<file path="src/rtl/pipeline_hazard_controller.sv">
// pipeline_hazard_controller
//   Central stall/flush sequencer for the six-stage RV32E pipeline
//   (IF, ID, EX, MEMPREP, MEMEX, WB).
//   - Detects load-use hazards against loads sitting in EX or MEMPREP.
//     Load data is forwarded from MEMEX, so one bubble is inserted per cycle
//     until the load reaches MEMEX.
//   - Sequences multi-cycle data-memory accesses launched from MEMPREP,
//     aborting an access after MEM_TIMEOUT busy cycles without mem_ready.
//   - Issues a one-shot flush/redirect for a taken branch resolved in EX.
//
// Ports
//   clk, rst                 clock and synchronous active-high reset
//   rs1_ID, rs2_ID           ID-stage source registers
//   uses_rs1_ID, uses_rs2_ID ID-stage instruction actually reads rs1 / rs2
//   rd_EX, mem_read_EX       destination and load flag of the EX instruction
//   rd_MEMPREP,
//   mem_read_MEMPREP         destination and load flag of the MEMPREP instruction
//   mem_req_MEMPREP          MEMPREP instruction needs the data memory
//   mem_ready                data memory completes the access this cycle
//   branch_taken_EX          EX resolved a taken branch/jump
//   stall_*                  hold enables for the pipeline registers
//   invalid_*                bubble markers for instructions leaving a stage
//   pc_redirect              PC loads the branch target this cycle
//   mem_start                one-cycle pulse launching a memory access
//   mem_busy                 memory sequencer is waiting on mem_ready
//   mem_fault                sticky timeout flag, cleared only by rst

module pipeline_hazard_controller #(
    parameter int unsigned MEM_TIMEOUT = 255
) (
    input  logic       clk,
    input  logic       rst,
    input  logic [3:0] rs1_ID,
    input  logic [3:0] rs2_ID,
    input  logic       uses_rs1_ID,
    input  logic       uses_rs2_ID,
    input  logic [3:0] rd_EX,
    input  logic       mem_read_EX,
    input  logic [3:0] rd_MEMPREP,
    input  logic       mem_read_MEMPREP,
    input  logic       mem_req_MEMPREP,
    input  logic       mem_ready,
    input  logic       branch_taken_EX,
    output logic       stall_IF,
    output logic       stall_ID,
    output logic       stall_EX,
    output logic       stall_MEMPREP,
    output logic       invalid_IF,
    output logic       invalid_ID,
    output logic       invalid_MEMPREP,
    output logic       pc_redirect,
    output logic       mem_start,
    output logic       mem_busy,
    output logic       mem_fault
);

    localparam logic [15:0] TimeoutCnt = 16'(MEM_TIMEOUT);

    typedef enum logic [0:0] {StIdle, StBusy} mem_state_e;

    mem_state_e  state_q, state_d;
    logic [15:0] cnt_q, cnt_d;
    logic        fault_q, fault_d;

    logic        mem_stall;
    logic        mem_timeout;
    logic        ex_hit;
    logic        mp_hit;
    logic        load_use;
    logic        branch;

    // x0 is hard-wired zero, so a write to it can never create a dependency.
    assign ex_hit = mem_read_EX && (rd_EX != 4'd0) &&
                    ((uses_rs1_ID && (rs1_ID == rd_EX)) ||
                     (uses_rs2_ID && (rs2_ID == rd_EX)));
    assign mp_hit = mem_read_MEMPREP && (rd_MEMPREP != 4'd0) &&
                    ((uses_rs1_ID && (rs1_ID == rd_MEMPREP)) ||
                     (uses_rs2_ID && (rs2_ID == rd_MEMPREP)));
    assign load_use = ex_hit || mp_hit;

    // mem_ready wins over the timeout when both land in the same cycle.
    assign mem_timeout = (state_q == StBusy) && !mem_ready && (cnt_q == TimeoutCnt);
    assign mem_stall   = ((state_q == StIdle) && mem_req_MEMPREP && !mem_ready) ||
                         ((state_q == StBusy) && !mem_ready && (cnt_q != TimeoutCnt));

    // A branch held in EX by a memory stall flushes in the first free cycle.
    assign branch = branch_taken_EX && !mem_stall;

    always_comb begin
        state_d = state_q;
        cnt_d   = cnt_q;
        fault_d = fault_q;
        case (state_q)
            StIdle: begin
                if (mem_req_MEMPREP && !mem_ready) begin
                    state_d = StBusy;
                    cnt_d   = 16'd1;
                end
            end
            StBusy: begin
                if (mem_ready) begin
                    state_d = StIdle;
                    cnt_d   = 16'd0;
                end else if (mem_timeout) begin
                    state_d = StIdle;
                    cnt_d   = 16'd0;
                    fault_d = 1'b1;
                end else begin
                    cnt_d = cnt_q + 16'd1;
                end
            end
            default: begin
                state_d = StIdle;
                cnt_d   = 16'd0;
            end
        endcase
    end

    always_ff @(posedge clk) begin
        if (rst) begin
            state_q <= StIdle;
            cnt_q   <= 16'd0;
            fault_q <= 1'b0;
        end else begin
            state_q <= state_d;
            cnt_q   <= cnt_d;
            fault_q <= fault_d;
        end
    end

    // Reset is synchronous, so outputs are forced here while rst is high
    // rather than waiting for the registers to clear on the next edge.
    always_comb begin
        stall_IF        = 1'b0;
        stall_ID        = 1'b0;
        stall_EX        = 1'b0;
        stall_MEMPREP   = 1'b0;
        invalid_IF      = 1'b1;
        invalid_ID      = 1'b1;
        invalid_MEMPREP = 1'b1;
        pc_redirect     = 1'b0;
        mem_start       = 1'b0;
        mem_busy        = 1'b0;
        mem_fault       = 1'b0;
        if (!rst) begin
            // Branch flushes the dependent ID instruction, so it cancels load_use.
            stall_IF        = mem_stall || (load_use && !branch_taken_EX);
            stall_ID        = mem_stall || (load_use && !branch_taken_EX);
            stall_EX        = mem_stall;
            stall_MEMPREP   = mem_stall;
            invalid_IF      = branch;
            invalid_ID      = !mem_stall && (branch_taken_EX || load_use);
            invalid_MEMPREP = mem_timeout;
            pc_redirect     = branch;
            mem_start       = (state_q == StIdle) && mem_req_MEMPREP;
            mem_busy        = (state_q == StBusy);
            mem_fault       = fault_q;
        end
    end

endmodule
</file>
<file path="config.mk">
export PLATFORM = sky130hd
export DESIGN_NAME = pipeline_hazard_controller
export DESIGN_NICKNAME = d
export VERILOG_FILES = /design/src/rtl/pipeline_hazard_controller.sv
export SDC_FILE = /design/constraint.sdc
export NUM_CORES = 1
export LEC_CHECK = 0
export ABC_AREA = 1
export BUFFER_PORTS_ARGS = -buffer_cell sky130_fd_sc_hd__buf_2
export CAP_MARGIN = 20
export CORE_UTILIZATION = 40
export CTS_CLUSTER_DIAMETER = 50
export CTS_CLUSTER_SIZE = 25
export DETAILED_ROUTE_END_ITERATION = 7
export HOLD_SLACK_MARGIN = 0.02
export PLACE_DENSITY = 0.7
export SYNTH_ARGS = -nofsm -noshare
export SYNTH_HDL_FRONTEND = slang
export SYNTH_SLANG_ARGS = --single-unit
</file>
<file path="constraint.sdc">
create_clock -name clk -period 2.1 [get_ports clk]
set_clock_uncertainty 0.15 [all_clocks]
set_input_delay 0.42 -clock clk [delete_from_list [all_inputs] [get_ports clk]]
set_output_delay 0.42 -clock clk [all_outputs]
set_load 0.005 [all_outputs]
</file>
# Yosys cells after proc, flatten, opt, wreduce, memory -nomap -nowiden
# Index checks and enable logic that the tools add are counted.
[classes]
n_addsub = 1
eq_ne = 7
muxes = 17
bitwise = 2
reduce_logical = 29
[op_table]
columns = ["op", "n"]
rows = [
  ["16-bit two-way mux", 3],
  ["16-bit one-hot mux with 2 select lines", 1],
  ["1-bit logical AND", 17],
  ["16-bit by 1-bit adder with 16-bit output (second input constant)", 1],
  ["16-bit by 8-bit == test with 1-bit output (second input constant)", 1],
  ["4-bit == test", 4],
  ["16-bit by 8-bit != test with 1-bit output (second input constant)", 1],
  ["1-bit two-way mux", 12],
  ["4-bit nonzero test", 2],
  ["1-bit logical OR", 6],
  ["1-bit logical NOT", 3],
  ["3-bit AND reduction", 1],
  ["2-bit by 1-bit != test with 1-bit output (second input constant)", 1],
  ["1-bit inverter", 2],
  ["1-bit one-hot mux with 2 select lines", 1],
]
[totals]
reg_bits = 18
out_inout_bits = 11
wordCells = 59

# Depth between registers and ports, before layout
[logic_depth]
word_depth = 8
mapped_depth = 13
mapped_depth_nobuf = 12

# Worst setup path after synthesis
# No wires, ideal clock.
[synth_timing]
path_kind = "reg2out"
startpoint = "reg cnt_q[0]"
endpoint = "out stall_IF"
t_arrival_ns = 1.426
required_time_ns = 1.530
slack_ns = 0.104
stages_incl_launch_ff = 14
path_cell_list = "dfxtp_1 -> ha_1 -> nand2_1 -> inv_1 -> nand2_1 -> nor2_2 -> nand2_2 -> nand2_2 -> nand3_1 -> nand2_1 -> inv_1 -> nand2_1 -> inv_1 -> buf_4"
[synth_via]
elab_chain_len = 5
[synth_lines]
columns = ["item", "line", "rtl"]
rows = [
  ["start, declared", "62", "logic [15:0] cnt_q, cnt_d;"],
  ["start signal, assigned", "126", "cnt_q <= cnt_d;"],
  ["16-bit by 8-bit != test with 1-bit output", "84", "((state_q == StBusy) && !mem_ready && (cnt_q != TimeoutCnt));"],
  ["1-bit logical AND", "84", ""],
  ["1-bit logical OR", "83", "assign mem_stall = ((state_q == StIdle) && mem_req_MEMPREP && !mem_ready) ||"],
  ["1-bit logical OR", "-", ""],
  ["1-bit two-way mux", "-", ""],
  ["end, declared", "44", "output logic stall_IF,"],
]
# Every way passes these cells.

# Worst setup path after layout
[layout_timing]
startpoint = "reg cnt_q[1]"
endpoint = "out stall_ID"
[layout_via]
elab_chain_len = 5
[layout_lines]
columns = ["item", "line", "rtl"]
rows = [
  ["16-bit by 8-bit != test with 1-bit output", "84", ""],
  ["1-bit logical AND", "84", ""],
  ["1-bit logical OR", "83", ""],
  ["1-bit logical OR", "148", "stall_ID = mem_stall || (load_use && !branch_taken_EX);"],
  ["1-bit two-way mux", "145", "if (!rst) begin"],
  ["end, declared", "45", "output logic stall_ID,"],
]
# Every way passes these cells.

==> results.py <==
metrics = {
    "run_status": {
        "outcome": "complete, but fails checks",
        "violated_checks": "setup timing",
    },
    "synthesis": {
        "main_combinational_cell_family_by_area_after_synthesis": "simple AND/OR/NAND/NOR gates",
        "post-synth-top-count-cell": "nand2_1",
        "muxShareOfSynthArea_pct": 0,
        "synth.top_cells.by_area": "dfxtp_1, nand2_1, nor2_1, inv_1, nand3_1",
        "synth_edf_count": 0,
        "syn-cell-area_sq_um": 1360,
        "asyncSetResetFlopFracSynth_pct": 0,
        "yosysUniqueCellTypes": 28,
        "synthDominantAreaCellType": "dfxtp_1",
        "yosys.area_share.xor_xnor_pct": 5.82,
        "synth_commonest_cells": "nand2_1, nor2_1, inv_1, dfxtp_1, nand3_1",
        "synth-simple-area-share_pct": 46.6,
        "synth-warning-count": 0,
        "ys_seq_area_share_pct": 26.6,
        "avgSynthCellArea_sq_um": 6.00,
        "postSynthRegisterBits": 18,
        "synth-main-ff-cell": "dfxtp_1",
        "postSynthCellCount": 226,
        "synth_adder_area_share_pct": 0.923,
        "mappedNetlistNets": 252,
        "synth_area_in_compound_gates_pct": 7.57,
        "netlist.area_leader.share_pct": 26.6,
    },
    "layout": {
        "antenna_cells_inserted": 0,
        "fin_nets": 299,
        "fillers": 304,
        "syn2layout_area_growth_pct": 26.6,
        "postLayoutCoreUtil_pct": 54.8,
        "layout-drive-gt1-share_pct": 30.6,
    },
    "cts": {
        "tritoncts": "yes",
        "clock_tree.htree_level_count": 1,
        "clk_path_buf_depth": 2,
        "buffer_type_at_the_clock_tree_root": "clkbuf_4",
        "clock_transition_at_the_registers_of_the_reported_paths_ns": 0.09,
        "cts-buffers-inserted": 3,
        "clk-insertion-delay-late_ns": 0.29,
        "numClockSinks": 18,
    },
    "grt": {
        "first_pass_grt_wire_length_um": 5020,
        "grt_pass1_vias": 1256,
        "global_route.overflow_total": 0,
        "grt_use_total_pct": 18.5,
        "grt_antenna_before_repair": 0,
        "pin_count_of_the_biggest_net_entering_global_routing": 15,
    },
    "routing": {
        "route.detailed.wl_per_inst_um": 9.98,
        "avgViaCountPerCell": 4.56,
        "detail-route-antenna-nets": 0,
        "drtIter0Drc": 54,
        "remaining_drc_errors": 0,
        "wirelength_um": 3150,
        "detailroute.via_count": 1437,
        "drt_first_pass_iters": 4,
    },
    "pwr": {
        "p_int_uw": 477,
        "static-leakage-power_nw": 0.863,
        "power.share.switching_pct": 28.5,
        "seq_power_share_pct": 52.6,
        "cellPowerDensity_nw_per_um2": 389,
        "peak_ir_drop_on_the_vdd_network_mv": 0.306,
        "power.share.combinational_pct": 22.8,
        "p_clk_share_pct": 24.7,
        "p_switching_uw": 191,
    },
    "critical_path": {
        "cp_max_fo": 4,
        "path_delay_family": "simple AND/OR/NAND/NOR gates",
        "critPathSlowestCell": "dfxtp_2",
        "timing.critical_path.from_type": "register",
        "path_common_cell": "nand2_2",
        "rr_startpoint": "cnt_q[1]",
        "timing.critical_path.depth": 11,
        "timing.critical_path.required_ns": 1.53,
        "startpoint_to_endpoint_class_of_the_critical_path": "reg2out",
        "reg2reg_setup_slack_ns": 0.22,
        "critical-path-max-stage-delay_ns": 0.37,
        "worstSetupEndpointType": "output pin",
        "critical_path.reg2reg.endpoint": "cnt_q[14]",
        "reg2regPathDepth": 13,
        "crit_path_cell_trace": "ha_4 > nand2_2 > inv_2 > nand2_2 > nor2_4 > nand2_4 > a21oi_4 > nand3_1 > nand2_2 > inv_2 > buf_2",
        "critical_path.n_buffers_inverters": 3,
        "crit_arrival_ns": 1.69,
    },
    "floorplanning": {
        "number_of_ports_placed_on_the_die_boundary": 36,
        "die_h_um": 60.2,
        "initial_utilization_pct": 43.3,
        "die_width_um": 60.2,
        "floorplan.core_area_sq_um": 3130,
        "rows": 20,
        "floorplan.die_area_sq_um": 3620,
    },
    "timing": {
        "fin_ws_ns": -0.156,
        "slew_headroom_pct": 80.5,
        "transition_time_of_the_tightest_slew_check_pin_ns": 0.292,
        "finalSetupViolations": 8,
        "hold_viol_final": 0,
        "finalWorstPathRequiredPeriod_ns": 2.26,
        "whs_ns": 0.248,
        "rsz0062_at_grt": "true",
        "layout_worst_path_cycle_share_pct": 107,
        "maxSlewViolCount": 0,
        "fmax_ghz": 0.443,
    },
    "placed_design": {
        "detailed_place_hpwl_um": 2350,
        "port_buffers": 35,
        "globalplace.congestion": 0.846,
    },
    "run": {
        "cap_viol_max_count": 0,
    },
    "min_path": {
        "timing.hold.worst_path_depth": 2,
        "min_from": "rst",
        "hold_endpoint": "fault_q",
        "timing.hold.worst.class": "in2reg",
    },
}
## layer usage
metal	vias to the layer above	wire [um]	part of all wire (%)	global-route usage, %
met1	611	1430	45	20.8
met4	0	44	1.4	6.98
met3	5	110	3.5	1.95
met5	-	0	0	0
li1	791	-	-	-
met2	30	1560	50	35.0
## placed cells by master (no fill, tap or decap), types with 3 or more instances in the layout
cell type   n
buf_2      35
xor2_1      6
nand4_1     6
nor3_1      6
nor2_1     40
buf_4      12
o21ai_0     6
nand2_1    53
nor2_2      6
dfxtp_1    16
inv_1      30
clkbuf_4    3
xnor2_1     3
nand3_1    12
nand2_2    10
inv_2       5
## kinds of logic (layout without fill, tap and decap cells)
family	Yosys count	count (layout)
buffers and inverters	40	85
XOR/XNOR	9	9
AO/OA/AOI/OAI	16	16
AND/OR/NAND/NOR	142	142
adder cells (fa/ha/maj)	1	1
flip-flops	18	18
## registers in the layout, indices dropped and copies added (netlist names)
register	count
fault_q	1
cnt_q	16
state_q	1
## area by class of cell
| type | instances | area (sq um) | share of cell area, % |
|---|---|---|---|
| clock buffer | 3 | 22.5 | 1.31 |
| inverter | 35 | 131 | 7.66 |
| tap | 44 | 55.1 | 3.21 |
| multi-input combinational | 168 | 878 | 51.2 |
| timing repair buffer | 47 | 265 | 15.5 |
| sequential | 18 | 363 | 21.2 |
## power by group through the flow
stage	sequential, mW	clock, mW	combinational (mW)
2_1_floorplan	0.356	0	0.0878
3_3_place_gp	0.357	0	0.136
3_5_place_dp	0.357	0	0.138
4_1_cts	0.351	0.172	0.146
5_1_grt	0.352	0.188	0.174
6_report	0.351	0.165	0.152
## worst max path at each step
stage,slack [ns],end,from
floorplan,0.10,stall_IF,cnt_q[0]
detailed placement,0.1,stall_ID,cnt_q[0]
CTS,-0.12,stall_ID,cnt_q[1]
global route,-0.27,stall_ID,cnt_q[1]
finish,-0.16,stall_ID,cnt_q[1]
global placement,0.13,stall_ID,cnt_q[0]
## metrics by stage
step                std cells  instance area (sq um)  power, mW  worst slack (ns)  TNS (ns)
floorplan                 226                   1360      0.444             0.104         0
global placement          304                   1580      0.494             0.130         0
detailed placement        304                   1580      0.495            0.0985         0
CTS                       313                   1670      0.669            -0.117    -0.392
global route              315                   1720      0.713            -0.268     -1.41
finish                    315                   1720      0.668            -0.156    -0.611
## timing repair
| item | in CTS | in global routing |
|---|---|---|
| setup endpoints to repair | 7 | 8 |
| resized for setup | 6 | 11 |
| pin swaps | 1 | 5 |
| endpoints found under the hold margin | 0 | 0 |
| hold buffers | 0 | 0 |
| buffers inserted | 6 | 2 |
Power figures use the tool's default switching activity.
